==> config.mk <==
export PLATFORM = sky130hd
export DESIGN_NAME = slc3_datapath_mem_flat
export DESIGN_NICKNAME = d
export VERILOG_FILES = /design/src/rtl/slc3_datapath_mem_if.sv /design/src/rtl/slc3_datapath_mem.sv /design/src/flat_wrapper.sv
export SDC_FILE = /design/constraint.sdc
export NUM_CORES = 1
export LEC_CHECK = 0
export ABC_CLOCK_PERIOD_IN_PS = 8700
export CORE_UTILIZATION = 45
export DETAILED_ROUTE_END_ITERATION = 12
export HOLD_SLACK_MARGIN = 0.15
export PLACE_DENSITY = 0.75
export SYNTH_ARGS = -nofsm -noshare
export SYNTH_HDL_FRONTEND = slang
export SYNTH_SLANG_ARGS = --single-unit
==> constraint.sdc <==
create_clock -name Clk -period 8.7 [get_ports Clk]
set_clock_uncertainty 0.15 [all_clocks]
set_input_delay 1.74 -clock Clk [delete_from_list [all_inputs] [get_ports Clk]]
set_output_delay 1.74 -clock Clk [all_outputs]
set_load 0.02 [all_outputs]
==> src/rtl/slc3_datapath_mem_if.sv <==
// Memory handshake bundle between the SLC-3 datapath (master) and memory (slave).
// The datapath raises mem_req/mem_we and pulses mem_done/mem_tmo.
// Memory answers with mem_rdy and read data on MDR_in.
interface slc3_datapath_mem_if #(
    parameter int W = 16
);
    logic         mem_req;
    logic         mem_we;
    logic         mem_done;
    logic         mem_tmo;
    logic         mem_rdy;
    logic [W-1:0] MDR_in;

    modport master (
        output mem_req, mem_we, mem_done, mem_tmo,
        input  mem_rdy, MDR_in
    );

    modport slave (
        input  mem_req, mem_we, mem_done, mem_tmo,
        output mem_rdy, MDR_in
    );
endinterface

==> src/rtl/slc3_datapath_mem.sv <==
// SLC-3 datapath with a handshaked memory access engine.
// Contents: PC, IR, MAR, MDR, an 8 x W register file, ALU, address adder, CC/BEN and LED.
// MDR is filled by a mem_req/mem_rdy handshake. The handshake aborts after TIMEOUT
// cycles of waiting.
// Optional feature: define SLC3_DP_BUS_CHECK_EN to add a sticky bus_err output.
// bus_err flags multiple bus gates, and MEM_RD together with MEM_WR while idle.
module slc3_datapath_mem #(
    parameter int             W       = 16,
    parameter int             LED_W   = 12,
    parameter int             TIMEOUT = 15,
    parameter logic [W-1:0]   PC_RST  = {W{1'b0}}
) (
    input  logic               Clk,
    input  logic               Reset,
    input  logic               LD_MAR,
    input  logic               LD_MDR,
    input  logic               LD_IR,
    input  logic               LD_BEN,
    input  logic               LD_CC,
    input  logic               LD_REG,
    input  logic               LD_PC,
    input  logic               LD_LED,
    input  logic               GatePC,
    input  logic               GateMDR,
    input  logic               GateALU,
    input  logic               GateMARMUX,
    input  logic               SR2MUX,
    input  logic               ADDR1MUX,
    input  logic               MARMUX,
    input  logic               DRMUX,
    input  logic               SR1MUX,
    input  logic               MIO_EN,
    input  logic [1:0]         PCMUX,
    input  logic [1:0]         ADDR2MUX,
    input  logic [1:0]         ALUK,
    input  logic               MEM_RD,
    input  logic               MEM_WR,
    slc3_datapath_mem_if.master mem,
    output logic [W-1:0]       MAR,
    output logic [W-1:0]       MDR,
    output logic [W-1:0]       PC,
    output logic [W-1:0]       IR,
    output logic               BEN,
    output logic [LED_W-1:0]   LED
`ifdef SLC3_DP_BUS_CHECK_EN
    ,
    output logic               bus_err
`endif
);

    // Memory engine states
    localparam logic [1:0] ST_IDLE = 2'd0;
    localparam logic [1:0] ST_REQ  = 2'd1;
    localparam logic [1:0] ST_WAIT = 2'd2;

    localparam int               CNT_W    = (TIMEOUT < 2) ? 1 : $clog2(TIMEOUT + 1);
    localparam logic [CNT_W-1:0] TMO_LAST = CNT_W'(TIMEOUT - 1);

    // Architectural state
    logic [W-1:0]     pc_q,  pc_d;
    logic [W-1:0]     ir_q,  ir_d;
    logic [W-1:0]     mar_q, mar_d;
    logic [W-1:0]     mdr_q, mdr_d;
    logic [W-1:0]     reg_q [8];
    logic [W-1:0]     reg_d [8];
    logic [2:0]       cc_q,  cc_d;      // {N, Z, P}
    logic             ben_q, ben_d;
    logic [LED_W-1:0] led_q, led_d;

    // Memory engine state
    logic [1:0]       state_q, state_d;
    logic [CNT_W-1:0] cnt_q,   cnt_d;
    logic             wr_op_q, wr_op_d;
    logic             mem_req_q,  mem_req_d;
    logic             mem_we_q,   mem_we_d;
    logic             mem_done_q, mem_done_d;
    logic             mem_tmo_q,  mem_tmo_d;
    logic             bus_err_q,  bus_err_d;

    // Datapath combinational nets
    logic [2:0]   sr1_idx_s;
    logic [2:0]   dr_idx_s;
    logic [W-1:0] sr1_val_s;
    logic [W-1:0] sr2_val_s;
    logic [W-1:0] alu_b_s;
    logic [W-1:0] alu_s;
    logic [W-1:0] addr1_s;
    logic [W-1:0] addr2_s;
    logic [W-1:0] adder_s;
    logic [W-1:0] marmux_s;
    logic [W-1:0] bus_s;
    logic         mdr_fill_s;
    logic [2:0]   gate_cnt_s;

    // Register-file read ports, ALU operand select and ALU operation
    always_comb begin
        sr1_idx_s = SR1MUX ? ir_q[8:6] : ir_q[11:9];
        dr_idx_s  = DRMUX ? 3'd7 : ir_q[11:9];
        sr1_val_s = reg_q[sr1_idx_s];
        sr2_val_s = reg_q[ir_q[2:0]];
        alu_b_s   = SR2MUX ? {{(W-5){ir_q[4]}}, ir_q[4:0]} : sr2_val_s;
        case (ALUK)
            2'b00:   alu_s = sr1_val_s + alu_b_s;
            2'b01:   alu_s = sr1_val_s & alu_b_s;
            2'b10:   alu_s = ~sr1_val_s;
            2'b11:   alu_s = sr1_val_s;
            default: alu_s = {W{1'b0}};
        endcase
    end

    // Address adder and MARMUX
    always_comb begin
        addr1_s = ADDR1MUX ? sr1_val_s : pc_q;
        case (ADDR2MUX)
            2'b00:   addr2_s = {W{1'b0}};
            2'b01:   addr2_s = {{(W-6){ir_q[5]}},   ir_q[5:0]};
            2'b10:   addr2_s = {{(W-9){ir_q[8]}},   ir_q[8:0]};
            2'b11:   addr2_s = {{(W-11){ir_q[10]}}, ir_q[10:0]};
            default: addr2_s = {W{1'b0}};
        endcase
        adder_s  = addr1_s + addr2_s;
        marmux_s = MARMUX ? {{(W-8){1'b0}}, ir_q[7:0]} : adder_s;
    end

    // Shared bus: priority ALU > MARMUX > MDR > PC, zero when nothing drives it
    always_comb begin
        if (GateALU) begin
            bus_s = alu_s;
        end else if (GateMARMUX) begin
            bus_s = marmux_s;
        end else if (GateMDR) begin
            bus_s = mdr_q;
        end else if (GatePC) begin
            bus_s = pc_q;
        end else begin
            bus_s = {W{1'b0}};
        end
    end

    // Memory engine: IDLE -> REQ -> WAIT -> IDLE, with completion or timeout
    always_comb begin
        state_d    = state_q;
        cnt_d      = cnt_q;
        wr_op_d    = wr_op_q;
        mem_done_d = 1'b0;
        mem_tmo_d  = 1'b0;
        mdr_fill_s = 1'b0;
        case (state_q)
            ST_IDLE: begin
                if (MEM_RD) begin
                    state_d = ST_REQ;
                    wr_op_d = 1'b0;
                end else if (MEM_WR) begin
                    state_d = ST_REQ;
                    wr_op_d = 1'b1;
                end else begin
                    state_d = ST_IDLE;
                end
            end
            ST_REQ: begin
                state_d = ST_WAIT;
                cnt_d   = {CNT_W{1'b0}};
            end
            ST_WAIT: begin
                if (mem.mem_rdy) begin
                    state_d    = ST_IDLE;
                    mem_done_d = 1'b1;
                    mdr_fill_s = ~wr_op_q;
                end else if (cnt_q == TMO_LAST) begin
                    state_d   = ST_IDLE;
                    mem_tmo_d = 1'b1;
                end else begin
                    cnt_d = cnt_q + {{(CNT_W-1){1'b0}}, 1'b1};
                end
            end
            default: begin
                state_d = ST_IDLE;
            end
        endcase
        // Request lines are registered copies of the next state.
        mem_req_d = (state_d != ST_IDLE);
        mem_we_d  = (state_d != ST_IDLE) & wr_op_d;
    end

    // Next-state values for the architectural registers
    always_comb begin
        mar_d = LD_MAR ? bus_s : mar_q;
        ir_d  = LD_IR  ? bus_s : ir_q;
        led_d = LD_LED ? ir_q[LED_W-1:0] : led_q;

        // A completed memory read owns MDR; LD_MDR only acts when MIO_EN is low.
        if (mdr_fill_s) begin
            mdr_d = mem.MDR_in;
        end else if (LD_MDR && !MIO_EN) begin
            mdr_d = bus_s;
        end else begin
            mdr_d = mdr_q;
        end

        case (PCMUX)
            2'b00:   pc_d = pc_q + {{(W-1){1'b0}}, 1'b1};
            2'b01:   pc_d = bus_s;
            2'b10:   pc_d = adder_s;
            2'b11:   pc_d = pc_q;
            default: pc_d = pc_q;
        endcase
        if (!LD_PC) begin
            pc_d = pc_q;
        end else begin
            pc_d = pc_d;
        end

        for (int i = 0; i < 8; i++) begin
            reg_d[i] = reg_q[i];
        end
        if (LD_REG) begin
            reg_d[dr_idx_s] = bus_s;
        end else begin
            reg_d[dr_idx_s] = reg_q[dr_idx_s];
        end

        if (!LD_CC) begin
            cc_d = cc_q;
        end else if (bus_s[W-1]) begin
            cc_d = 3'b100;
        end else if (bus_s == {W{1'b0}}) begin
            cc_d = 3'b010;
        end else begin
            cc_d = 3'b001;
        end

        // BEN looks at the CC value from before any same-cycle LD_CC.
        if (LD_BEN) begin
            ben_d = (ir_q[11] & cc_q[2]) | (ir_q[10] & cc_q[1]) | (ir_q[9] & cc_q[0]);
        end else begin
            ben_d = ben_q;
        end
    end

    // Sticky bus-misuse flag: several gates at once, or read and write strobed together while idle
    always_comb begin
        gate_cnt_s = {2'b00, GatePC} + {2'b00, GateMDR} + {2'b00, GateALU} + {2'b00, GateMARMUX};
        bus_err_d  = bus_err_q | (gate_cnt_s > 3'd1) |
                     ((state_q == ST_IDLE) & MEM_RD & MEM_WR);
    end

    // All state registers with synchronous reset
    always_ff @(posedge Clk) begin
        if (Reset) begin
            pc_q       <= PC_RST;
            ir_q       <= {W{1'b0}};
            mar_q      <= {W{1'b0}};
            mdr_q      <= {W{1'b0}};
            for (int i = 0; i < 8; i++) begin
                reg_q[i] <= {W{1'b0}};
            end
            cc_q       <= 3'b010;
            ben_q      <= 1'b0;
            led_q      <= {LED_W{1'b0}};
            state_q    <= ST_IDLE;
            cnt_q      <= {CNT_W{1'b0}};
            wr_op_q    <= 1'b0;
            mem_req_q  <= 1'b0;
            mem_we_q   <= 1'b0;
            mem_done_q <= 1'b0;
            mem_tmo_q  <= 1'b0;
            bus_err_q  <= 1'b0;
        end else begin
            pc_q       <= pc_d;
            ir_q       <= ir_d;
            mar_q      <= mar_d;
            mdr_q      <= mdr_d;
            for (int i = 0; i < 8; i++) begin
                reg_q[i] <= reg_d[i];
            end
            cc_q       <= cc_d;
            ben_q      <= ben_d;
            led_q      <= led_d;
            state_q    <= state_d;
            cnt_q      <= cnt_d;
            wr_op_q    <= wr_op_d;
            mem_req_q  <= mem_req_d;
            mem_we_q   <= mem_we_d;
            mem_done_q <= mem_done_d;
            mem_tmo_q  <= mem_tmo_d;
            bus_err_q  <= bus_err_d;
        end
    end

    assign MAR          = mar_q;
    assign MDR          = mdr_q;
    assign PC           = pc_q;
    assign IR           = ir_q;
    assign BEN          = ben_q;
    assign LED          = led_q;
    assign mem.mem_req  = mem_req_q;
    assign mem.mem_we   = mem_we_q;
    assign mem.mem_done = mem_done_q;
    assign mem.mem_tmo  = mem_tmo_q;

`ifdef SLC3_DP_BUS_CHECK_EN
    assign bus_err = bus_err_q;
`else
    logic bus_err_unused_s;
    assign bus_err_unused_s = bus_err_q;
`endif

endmodule
==> src/flat_wrapper.sv <==
// flat-port wrapper written by rule: the top's interface ports become plain ports
module slc3_datapath_mem_flat 
#(
    parameter int             W       = 16,
    parameter int             LED_W   = 12,
    parameter int             TIMEOUT = 15,
    parameter logic [W-1:0]   PC_RST  = {W{1'b0}}
)
  (Clk, Reset, LD_MAR, LD_MDR, LD_IR, LD_BEN, LD_CC, LD_REG, LD_PC, LD_LED, GatePC, GateMDR, GateALU, GateMARMUX, SR2MUX, ADDR1MUX, MARMUX, DRMUX, SR1MUX, MIO_EN, PCMUX, ADDR2MUX, ALUK, MEM_RD, MEM_WR, MAR, MDR, PC, IR, BEN, LED, mem_mem_req, mem_mem_we, mem_mem_done, mem_mem_tmo, mem_mem_rdy, mem_MDR_in);
  slc3_datapath_mem_if #(.W(W)) mem_i ();
  input  logic Clk;
  input  logic Reset;
  input  logic LD_MAR;
  input  logic LD_MDR;
  input  logic LD_IR;
  input  logic LD_BEN;
  input  logic LD_CC;
  input  logic LD_REG;
  input  logic LD_PC;
  input  logic LD_LED;
  input  logic GatePC;
  input  logic GateMDR;
  input  logic GateALU;
  input  logic GateMARMUX;
  input  logic SR2MUX;
  input  logic ADDR1MUX;
  input  logic MARMUX;
  input  logic DRMUX;
  input  logic SR1MUX;
  input  logic MIO_EN;
  input  logic [1:0] PCMUX;
  input  logic [1:0] ADDR2MUX;
  input  logic [1:0] ALUK;
  input  logic MEM_RD;
  input  logic MEM_WR;
  output logic [W-1:0] MAR;
  output logic [W-1:0] MDR;
  output logic [W-1:0] PC;
  output logic [W-1:0] IR;
  output logic BEN;
  output logic [LED_W-1:0] LED;
  output wire logic [$bits(mem_i.mem_req)-1:0] mem_mem_req;
  output wire logic [$bits(mem_i.mem_we)-1:0] mem_mem_we;
  output wire logic [$bits(mem_i.mem_done)-1:0] mem_mem_done;
  output wire logic [$bits(mem_i.mem_tmo)-1:0] mem_mem_tmo;
  input wire logic [$bits(mem_i.mem_rdy)-1:0] mem_mem_rdy;
  input wire logic [$bits(mem_i.MDR_in)-1:0] mem_MDR_in;
  assign mem_mem_req = mem_i.mem_req;
  assign mem_mem_we = mem_i.mem_we;
  assign mem_mem_done = mem_i.mem_done;
  assign mem_mem_tmo = mem_i.mem_tmo;
  assign mem_i.mem_rdy = mem_mem_rdy;
  assign mem_i.MDR_in = mem_MDR_in;
  slc3_datapath_mem #(.W(W), .LED_W(LED_W), .TIMEOUT(TIMEOUT), .PC_RST(PC_RST)) u_core (.Clk(Clk), .Reset(Reset), .LD_MAR(LD_MAR), .LD_MDR(LD_MDR), .LD_IR(LD_IR), .LD_BEN(LD_BEN), .LD_CC(LD_CC), .LD_REG(LD_REG), .LD_PC(LD_PC), .LD_LED(LD_LED), .GatePC(GatePC), .GateMDR(GateMDR), .GateALU(GateALU), .GateMARMUX(GateMARMUX), .SR2MUX(SR2MUX), .ADDR1MUX(ADDR1MUX), .MARMUX(MARMUX), .DRMUX(DRMUX), .SR1MUX(SR1MUX), .MIO_EN(MIO_EN), .PCMUX(PCMUX), .ADDR2MUX(ADDR2MUX), .ALUK(ALUK), .MEM_RD(MEM_RD), .MEM_WR(MEM_WR), .mem(mem_i), .MAR(MAR), .MDR(MDR), .PC(PC), .IR(IR), .BEN(BEN), .LED(LED));
endmodule
== Word level (Yosys, flattened, before mapping) ==
Memories as Yosys holds them, arrays and structs flattened. A register that Yosys moved wholly into a read port is not among the register bits.
Index checks and enable logic that the tools add are counted.
Word-level totals
  bits in registers: 91
  RAM bits: 128
  bits of input ports: 45
  output and inout port bits: 81
  memories kept: 1
Operators by class
  add/sub/neg operators: 4
  $lt $le $gt $ge: 2
  equal/unequal tests: 14
  mux-type cells: 49
  bitwise logic cells: 20
  reductions and logical operators: 15
Memory list
  u_core.reg_q: depth 8, width 16, read ports 11, clocked after Yosys merged registers in 1, write ports 8, line slc3_datapath_mem.sv:64  | logic [W-1:0] reg_q [8];
Operators with widths (number)
  16-bit 2-to-1 mux: 18
  128-bit bitwise mux: 2
  128-bit 2-to-1 mux: 1
  16-bit case mux with 4 select lines: 2
  16-bit demux with 3-bit select: 1
  16-bit case mux with 3 select lines: 1
  16-bit adder: 2
  16-bit by 1-bit adder with 16-bit output (second input constant): 1
  16-bit bitwise AND: 1
  16-bit logical NOT: 1
  16-bit NOT: 1
  3-bit 2-to-1 mux: 5
  2-bit == test (second input constant): 7
  1-bit 2-to-1 mux: 11
  1-bit bitwise OR: 10
  2-bit by 1-bit == test with 1-bit output (second input constant): 4
  2-bit logical NOT: 4
  2-bit 2-to-1 mux: 4
  4-bit 2-to-1 mux: 2
  4-bit case mux with 2 select lines: 1
  2-bit case mux with 3 select lines: 1
  2-bit nonzero test: 3
  4-bit by 1-bit adder with 4-bit output (second input constant): 1
  1-bit bitwise AND: 4
  other kinds (12): 16

== Longest topological paths before layout ==
An unclocked memory read counts as a cell.
  word-level depth: 10
  gate-level depth with buffers: 22
  mapped depth without buffers: 18

== Worst setup path after synthesis ==
No wires, ideal clock.
  kind: input -> register
  from: in SR1MUX
  to: mem u_core.reg_q[0][14]
  library setup time: 0.140 ns
  arrival: 5.759 ns
  data required time: 8.410 ns
  slack: 2.651 ns
  stages: 17
  buffers on the path: 3
  cells stage by stage: buf_6 mux2i_2 buf_6 buf_12 mux4_1 a22o_1 mux2_2 ha_1 o21a_1 o31a_1 o41ai_1 a21boi_0 a21oi_1 mux2i_1 a22oi_1 a21oi_1 a211oi_1
RTL lines
  start: declaration: line flat_wrapper.sv:29  | input logic SR1MUX;
  end: declaration: line slc3_datapath_mem.sv:64

==> impl_metrics.ini <==
[min_path]
min_to = u_core.cc_q[2]
min_from = u_core.cc_q[2]
min_path_cells = 2
hp-class = flop to flop

[setup_path]
startpoint_type = input pin
crit_start = SR1MUX
crit_chain = clkdlybuf4s50_1, mux2i_4, buf_4, nor2_1, a211oi_1, o221ai_1, o21ai_0, mux2_2, ha_1, nor2b_1, o31a_1, o41ai_1, a21boi_0, a21oi_1, mux2i_1, a22oi_1, a21oi_1, a211oi_1
reg2reg_to = u_core.reg_q[1][14]
cp_slowest_stage_delay_ns = 0.86
crit_arrival_ns = 7.95
worstReg2RegStart = u_core.IR[9]
endpoint_kind = flop
critPathKind = input pin to flop
crit_fanout = 17
critPathRequiredTime_ns = 8.99
rr_worst_depth = 17
rrSetupSlack_ns = 2.49
crit_slowest_cell = clkdlybuf4s50_1

[sta]
worst_pin_slew_ns = 1.33
period_needed_ns = 7.66
setup_viol = 0
period_share = 0.881
setup_tns_ns = 0
rsz0062_at_grt = no
hold_viol_final = 0
slew_headroom = 0.108
max_freq_mhz = 131
drv_slew = 0

[outcome]
status = finished clean

[job]
maxCapViolations = 0

[pwr]
max-vdd-ir-drop_mv = 0.166
power.density_nw_per_um2 = 193
power_mw = 3.24
power.leakage_nw = 6.22

[place]
detailed_place_hpwl_microns = 36900
io_buffers = 125
finalWeightedCongestion = 0.998
place_area_sq_um = 16000
placed_cells = 2227

[floorplanning]
die_area_sq_um = 32800
die_h_microns = 181
die_w_microns = 181
row_count = 65
ios = 126
core_sq_um = 31600
initial_core_util = 0.458

[cells_and_area]
n_fill_cell = 2916
multi_input_area_sq_um = 9330
n_antenna_cell = 0
register_area_sq_um = 4450
final_cells = 2273
layout_commonest_cell = nor2_1
finalCoreUtilization = 0.533
final_nets = 1936
syn_to_final_growth_pct = 16.4
most-common-layout-cells = nor2_1, dfxtp_1, nand2_1, a211oi_1, clkdlybuf4s50_1
postLayoutCellArea_sq_um = 16800
final_layout_size_suffix_gt1_frac = 0.0855

[synthesis]
synth_top_area_cell = dfxtp_1
ys_warn_count = 0
synth_edf_count = 0
synth.distinct_cells = 81
synth_compound_area_frac = 0.232
syn_nets = 1889
synth_area_leaders = dfxtp_1, nor2_1, a211oi_1
ys.flop_type = dfxtp_1
synth_area_per_cell_sq_um = 8.00
synth_top_family_by_area = compound AO/OA/AOI/OAI gates
synthMuxAreaShare = 0.151
syn_area_sq_um = 14400
yosysTopAreaCellShare = 0.308
syn_inst = 1805
synth_xor_area_frac = 0.0133
synth-simple-area-share = 0.210
seq_area_frac_synth = 0.308
synth_fa_ha_area_frac = 0.0348
async_reset_ff_frac = 0
synth_seq_cells = 222

[routing]
wirelength_microns = 54200
dr.pass1.iters = 7
via_per_inst = 6.61
drtIter0Drc = 1883
vias = 15019
wl_per_cell_microns = 23.8
drcViolationCount = 0
antenna_left = 0

[global_routing]
grt_max_degree = 112
antenna_found_initial = 0
grt_pass1_wl_microns = 81400
grt_overflow = 0
track_usage = 0.319
grt_pass1_vias = 13678

[clocking]
postCtsHoldBufs = 0
numCtsBuffers = 25
clk_pin_slew_worst_paths_ns = 0.06
post_cts_buffers = 0
cts_tree = yes
clock_path_buffers = 3
worstSkewPairLatency_ns = 0.57
cts_resized = 0
cts-root-buf = clkbuf_16
clock-sinks = 222
h-tree-depth = 1
sequential cells by signal, summed over array words and instances (netlist names), named ones only:
register / cells
u_core.reg_q: 128
u_core.IR: 16
u_core.MAR: 16
u_core.MDR: 16
u_core.PC: 16
u_core.LED: 12
u_core.cnt_q: 4
u_core.cc_q: 3
u_core.state_q: 2
u_core.BEN: 1
u_core.mem.mem_done: 1
u_core.mem.mem_req: 1
u_core.mem.mem_tmo: 1
u_core.mem.mem_we: 1
u_core.wr_op_q: 1
cell families (layout without fill, tap and decap cells):
kind of cell	after synthesis	in the layout
AO/OA/AOI/OAI	485	485
XOR/XNOR	22	22
adder cells (fa/ha/maj)	39	39
buffers and inverters	181	247
flip-flops	222	222
multiplexers	159	159
AND/OR/NAND/NOR	697	697
area by class of cell:
class / instances / area share
multi-input cells: 1402 / 0.555
flip-flops and latches: 222 / 0.265
repair buffers: 164 / 0.0919
clock buffers: 32 / 0.0400
well taps: 402 / 0.0299
clock inverters: 14 / 0.0103
inverters: 37 / 0.00826
power by group:
| part | leakage, nW | total [mW] | switching [mW] | internal (mW) |
|---|---|---|---|---|
| sequential | 1.81 | 1.17 | 0.0927 | 1.08 |
| clock | 0.405 | 1.11 | 0.465 | 0.641 |
| combinational | 4.00 | 0.959 | 0.596 | 0.363 |
synthesized netlist by cell type (all sizes together), types with 24 or more instances:
cell type / instances
dfxtp: 222
nand2: 173
nand3: 43
a21oi: 98
o21ai: 69
clkbuf: 123
mux4: 44
o221ai: 24
nor3: 51
a211oi: 163
ha: 37
nor2: 327
mux2i: 100
nor2b: 32
inv: 37
metrics by stage:
stage               setup WS (ns)  hold slack [ns]
global route                0.812            0.346
finish                       1.04            0.330
CTS                          1.27            0.329
global placement            0.812            0.296
detailed placement          0.733            0.319
floorplan                    2.65            0.286
worst max-delay path by stage:
stage                                to  slack [ns]  cells past startpoint
floorplan           u_core.reg_q[0][14]        2.65                     17
global placement         u_core.cc_q[0]        0.81                     20
detailed placement       u_core.cc_q[0]        0.73                     20
CTS                 u_core.reg_q[0][14]        1.27                     20
global route        u_core.reg_q[6][14]        0.81                     20
finish              u_core.reg_q[1][14]        1.04                     18
worst max-delay path, delay by kind of cell:
family                     cells  cell delay [ns]
buffers and inverters          2             1.16
AOI/OAI and AO/OA             10             3.78
and+or+nand+nor                2             0.25
muxes                          3             0.74
adders and majority gates      1             0.27
per-layer routing:
metal / vias up / GRT usage / wire, microns
met4: 0 / 0.143 / 2300
met3: 185 / 0.0691 / 6360
met2: 941 / 0.488 / 23800
li1: 6729 / - / -
met1: 7164 / 0.430 / 21700
met5: - / 0 / 0
No activity file was read; power rests on OpenSTA's default activity.
==> variant 1, RTL diff (config.mk and constraints unchanged) <==
Reset style: asynchronous (`Reset`), changed in one clocked block. Comments in the files are not updated.
--- a/src/rtl/slc3_datapath_mem.sv
+++ b/src/rtl/slc3_datapath_mem.sv
@@ -245,7 +245,7 @@
     end
 
     // All state registers with synchronous reset
-    always_ff @(posedge Clk) begin
+    always_ff @(posedge Clk or posedge Reset) begin
         if (Reset) begin
             pc_q       <= PC_RST;
             ir_q       <= {W{1'b0}};
Behaviour: not the same (a bounded check fails within 4 cycles, from zero or initial values and one cycle with Reset high; the reset may be asserted at any time).
==> variant 1 against the unedited design <==
  * Design area increased by 5.9%
  * Synthesized area is 6.6% higher
  * Via count increased by 0.93%
  * Sequential cell count decreased by 3
  * Critical endpoint is now u_core.reg_q[127]
  * Routed wire length decreased by 0.59%
  * Synthesized cell count increased by 1.1%
  * Setup slack improved by 330 ps
  * Register-to-register slack improved by 290 ps
  * Cell count grew 3.7%
  * Largest cell class unchanged
  * Critical path depth down 1
Power is not compared: it rests on default switching activity, and its combinational part moved more than twofold at a synthesized area within 25%.
==> variant 1: results (changes against the unedited design) <==
Setup path
  • Stage delay of the slowest cell on the critical path: 900 ps (+40 ps)
  • Maximum fanout along the worst path: 15 (-2)
  • Arrival time at the worst endpoint: 7560 ps (-390 ps)

Logic synthesis
  • Post-synthesis compound-gate area fraction: 24.96% (+1.7 points)
  • Share of the synthesized netlist area taken by xor and xnor gates: 1.194% (-0.14 points)
  • Synth top area cells: dfrtp_1 (35%), nand2_1 (7.4%), o21ai_0 (5.7%)
  • Avg Synthesized Cell Area: 8.439 µm² (+5.4%)
  • Distinct cells, synth: 88 (+8.6%)
  • Main flop type after synthesis: dfrtp_1
  • Cell types with the highest counts after synthesis: nand2_1 (302), dfrtp_1 (218), o21ai_0 (175)

Finish
  • Final nets: 1972 (+1.9%)
  • FILL cells: 3105 (+6.5%)
  • Share of final-layout standard cells stronger than drive strength 1: 10.90% (+2.3 points)
  • Multi-input gate area: 0.009129 mm² (-2.1%)
  • Non-clock buffer share: 8.967% (-0.23 points)
  • Comb_multi_in: 1425 (+1.6%)
  • ClkCell Share: 4.800% (-0.23 points)
  • Area of all placed cells without fillers: 0.01780 mm² (+5.9%)
  • Inverters: 45 (+22%)

Drt
  • Wl on met1: 21870 µm (+0.67%)
  • Total via count after detailed routing: 15.16k (+0.93%)
  • Routed length on met3: 6041 µm (-5.0%)
  • Met2 wire length: 23130 µm (-2.9%)
  • Number of vias per cell: 6.431 (-2.7%)

Clock tree
  • Number of clock sinks: 219 (-1.4%)
  • Total clock buffers created by CTS: 26 (+4.0%)

Placement
  • Cell count after placement: 2308 (+3.6%)
  • Final weighted congestion of routability-driven global placement: 0.9855 (-1.2%)

STA
  • Fin Hold WS: 354.8 ps (+24.35 ps)

GRT
  • Met1 global-route usage: 41.43% (-1.6 points)
  • Met2 Track Usage GR: 45.48% (-3.3 points)
  • Pin count of the biggest net entering global routing: 81 (-28%)

Floorplanning
  • Row Count: 67 (+3.1%)

Run status
  • Status: complete, no violations
[variant 1: cell count changes after synthesis, sizes merged, moves of 24 or more]
cell / change
a211oi: -132
a21oi: +61
clkbuf: -24
dfrtp: +218
dfxtp: -222
mux2: +37
mux2i: -47
nand2: +129
nor2: -162
nor3: -37
o21ai: +114
[variant 1: power groups by stage]
stage	Combinational [mW]	Sequential, mW	Clock (mW)
after floorplan	3.22	2.06	0
final	4.94	2.11	1.09
after global placement	4.73	2.07	0
after global routing	5.34	2.16	1.15
after detailed placement	4.81	2.09	0
after CTS	4.84	2.08	1.11
[variant 1: worst max path at each step]
stage	startpoint	end	slack [ps]	cells past startpoint
floorplan	Reset	u_core.BEN	820	1
global placement	SR1MUX	u_core.cc_q[0]	1160	20
detailed placement	SR1MUX	u_core.cc_q[0]	1000	20
CTS	SR1MUX	u_core.cc_q[0]	1570	20
global route	SR1MUX	u_core.cc_q[2]	990	17
finish	SR1MUX	u_core.reg_q[127]	1370	17
==> variant 2, RTL diff (same flow settings) <==
Without the edit above. `W` is set to 16 in 3 places; all go to 12.
--- a/src/rtl/slc3_datapath_mem_if.sv
+++ b/src/rtl/slc3_datapath_mem_if.sv
@@ -2,7 +2,7 @@
 // The datapath raises mem_req/mem_we and pulses mem_done/mem_tmo.
 // Memory answers with mem_rdy and read data on MDR_in.
 interface slc3_datapath_mem_if #(
-    parameter int W = 16
+    parameter int W = 12
 );
     logic         mem_req;
     logic         mem_we;
--- a/src/rtl/slc3_datapath_mem.sv
+++ b/src/rtl/slc3_datapath_mem.sv
@@ -5,7 +5,7 @@
 // Optional feature: define SLC3_DP_BUS_CHECK_EN to add a sticky bus_err output.
 // bus_err flags multiple bus gates, and MEM_RD together with MEM_WR while idle.
 module slc3_datapath_mem #(
-    parameter int             W       = 16,
+    parameter int             W       = 12,
     parameter int             LED_W   = 12,
     parameter int             TIMEOUT = 15,
     parameter logic [W-1:0]   PC_RST  = {W{1'b0}}
--- a/src/flat_wrapper.sv
+++ b/src/flat_wrapper.sv
@@ -1,7 +1,7 @@
 // flat-port wrapper written by rule: the top's interface ports become plain ports
 module slc3_datapath_mem_flat 
 #(
-    parameter int             W       = 16,
+    parameter int             W       = 12,
     parameter int             LED_W   = 12,
     parameter int             TIMEOUT = 15,
     parameter logic [W-1:0]   PC_RST  = {W{1'b0}}
Interface: changed (5 resized); port bits go from 126 to 106. The function was not compared with the original's and may differ.
==> variant 2 against the unedited design <==
  * Utilization shrank 0.089 points
  * Design area shrank 23%
  * Sequential cell count shrank 48
  * Maximum frequency grew 9.8%
  * Cell count shrank 23%
  * Power shrank 25%
  * Synthesized area shrank 23%
  * Routed wire length shrank 31%
  * Setup slack gained 680 ps
==> variant 2: results (changes against the unedited design) <==
GRT
  • Global routing usage summed across all routing layers: 29.50% (-2.4 points)
  • Vias in the first global route: 10.49k (-23%)
  • Pin count of the biggest net entering global routing: 98 (-13%)

Setup path
  • Worst r2r dst: u_core.reg_q[2][10]
  • Worst setup slack for register-to-register paths: 3240 ps (+750 ps)
  • Maximum fanout along the worst path: 22 (+5)
  • Stage delay of the slowest cell on the critical path: 810 ps (-50 ps)

Clock tree
  • Number of levels in the clock H-tree: 4 (+3)
  • Total clock buffers created by CTS: 17 (-32%)
  • Number of buffers on the longest clock path: 2 (-1)
  • Latest clock arrival within the worst-skew pair: 430 ps (-140 ps)

Power and ir drop
  • Pleak: 4.643 nW (-25%)
  • Net switching component of the power: 857.2 µW (-26%)
  • Worst ir drop on vdd: 0.1268 mV (-24%)

Placement
  • Sum of net half-perimeters after detailed placement: 25990 µm (-30%)
  • Final weighted congestion of routability-driven global placement: 1.004 (+0.64%)
  • Area post-placement: 0.01232 mm² (-23%)
  • Port Buffer Count: 105 (-16%)
  • Worst Setup Slack post-DPL: 1416 ps (+683.0 ps)

Logic synthesis
  • Adder-cell area share of the yosys netlist: 3.610% (+0.13 points)
  • Distinct cells, synth: 78 (-3.7%)
  • Share of the synthesized netlist area taken by xor and xnor gates: 1.413% (+0.079 points)
  • Count of mapped cells out of synthesis: 1373 (-24%)
  • Post-synthesis compound-gate area fraction: 23.16% (-0.082 points)
  • Cell types with the highest counts after synthesis: nor2_1 (218), dfxtp_1 (174), nand2_1 (137)
  • Sequential fraction of the synthesis area: 31.21% (+0.45 points)
  • Synth top area cells: dfxtp_1 (31%), a211oi_1 (8.9%), nor2_1 (7.3%)
  • Mux share of post-synthesis cell area: 15.00% (-0.11 points)

Run status
  • Status: complete, no violations

Finish
  • Flip-flop count of the largest register after layout: 96 (-25%)
  • FILL cells: 2213 (-24%)
  • Share of final-layout standard cells stronger than drive strength 1: 8.898% (+0.35 points)
  • Final nets: 1476 (-24%)

Drt
  • Number of design-rule violations left by the first detailed-router iteration: 1743 (-7.4%)
  • Total via count after detailed routing: 11.21k (-25%)
  • Number of vias per cell: 6.444 (-2.5%)
  • Iteration count of the initial detailed-routing pass: 6 (-1)

STA
  • Remaining max-slew budget at the tightest pin: 17.12% (+6.3 points)
  • Fin Hold WS: 347.5 ps (+17.04 ps)

Worst hold path
  • Hold endpoint: u_core.LED[8]
## variant 2: cell count changes in the layout (fill, tap and decap cells not counted), moves of 29 or more
cell	delta
dfxtp_1	-45
a211oi_1	-29
a21oi_1	-38
o21ai_0	-29
nand2_1	-36
nor2_1	-106
## variant 2: cell families after synthesis
logic type | count (synthesis)
XOR/XNOR | 18
buffers and inverters | 143
flip-flops | 174
AO/OA/AOI/OAI | 371
AND/OR/NAND/NOR | 508
adder cells (fa/ha/maj) | 31
multiplexers | 128
## variant 2: area by class of cell
class                   instances  area, µm²  share of cell area (%)
multi-input cells            1056       7121                   55.05
flip-flops and latches        174       3483                   26.93
repair buffers                126       1206                   9.326
clock buffers                  20      466.7                   3.608
well taps                     324      405.4                   3.134
clock inverters                11      142.6                   1.103
inverters                      29      108.9                  0.8416
## variant 2: worst max path at each step
stage,slack [ps],endpoint,depth (start not counted),from
floorplan,2740,u_core.cc_q[0],20,SR1MUX
finish,1720,u_core.reg_q[2][10],17,SR1MUX
CTS,1840,u_core.reg_q[2][10],17,SR1MUX
global route,1350,u_core.reg_q[3][11],15,SR1MUX
global placement,1540,u_core.cc_q[0],18,SR1MUX
detailed placement,1420,u_core.reg_q[2][10],17,SR1MUX
## variant 2: routing by layer
| layer | up-vias | track usage, % | wire length, µm |
|---|---|---|---|
| met4 | 0 | 13.77 | 1549 |
| met3 | 147 | 6.877 | 4023 |
| met1 | 5268 | 38.57 | 15000 |
| li1 | 5106 | - | - |
| met5 | - | 0 | 0 |
| met2 | 692 | 45.97 | 17080 |
## variant 2: power groups by stage
stage,logic [mW],clock network [mW],registers [mW]
final,0.724,0.808,0.912
after global routing,0.778,0.846,0.916
after CTS,0.708,0.811,0.908
after detailed placement,0.702,0,0.926
after global placement,0.689,0,0.925
after floorplan,0.468,0,0.925
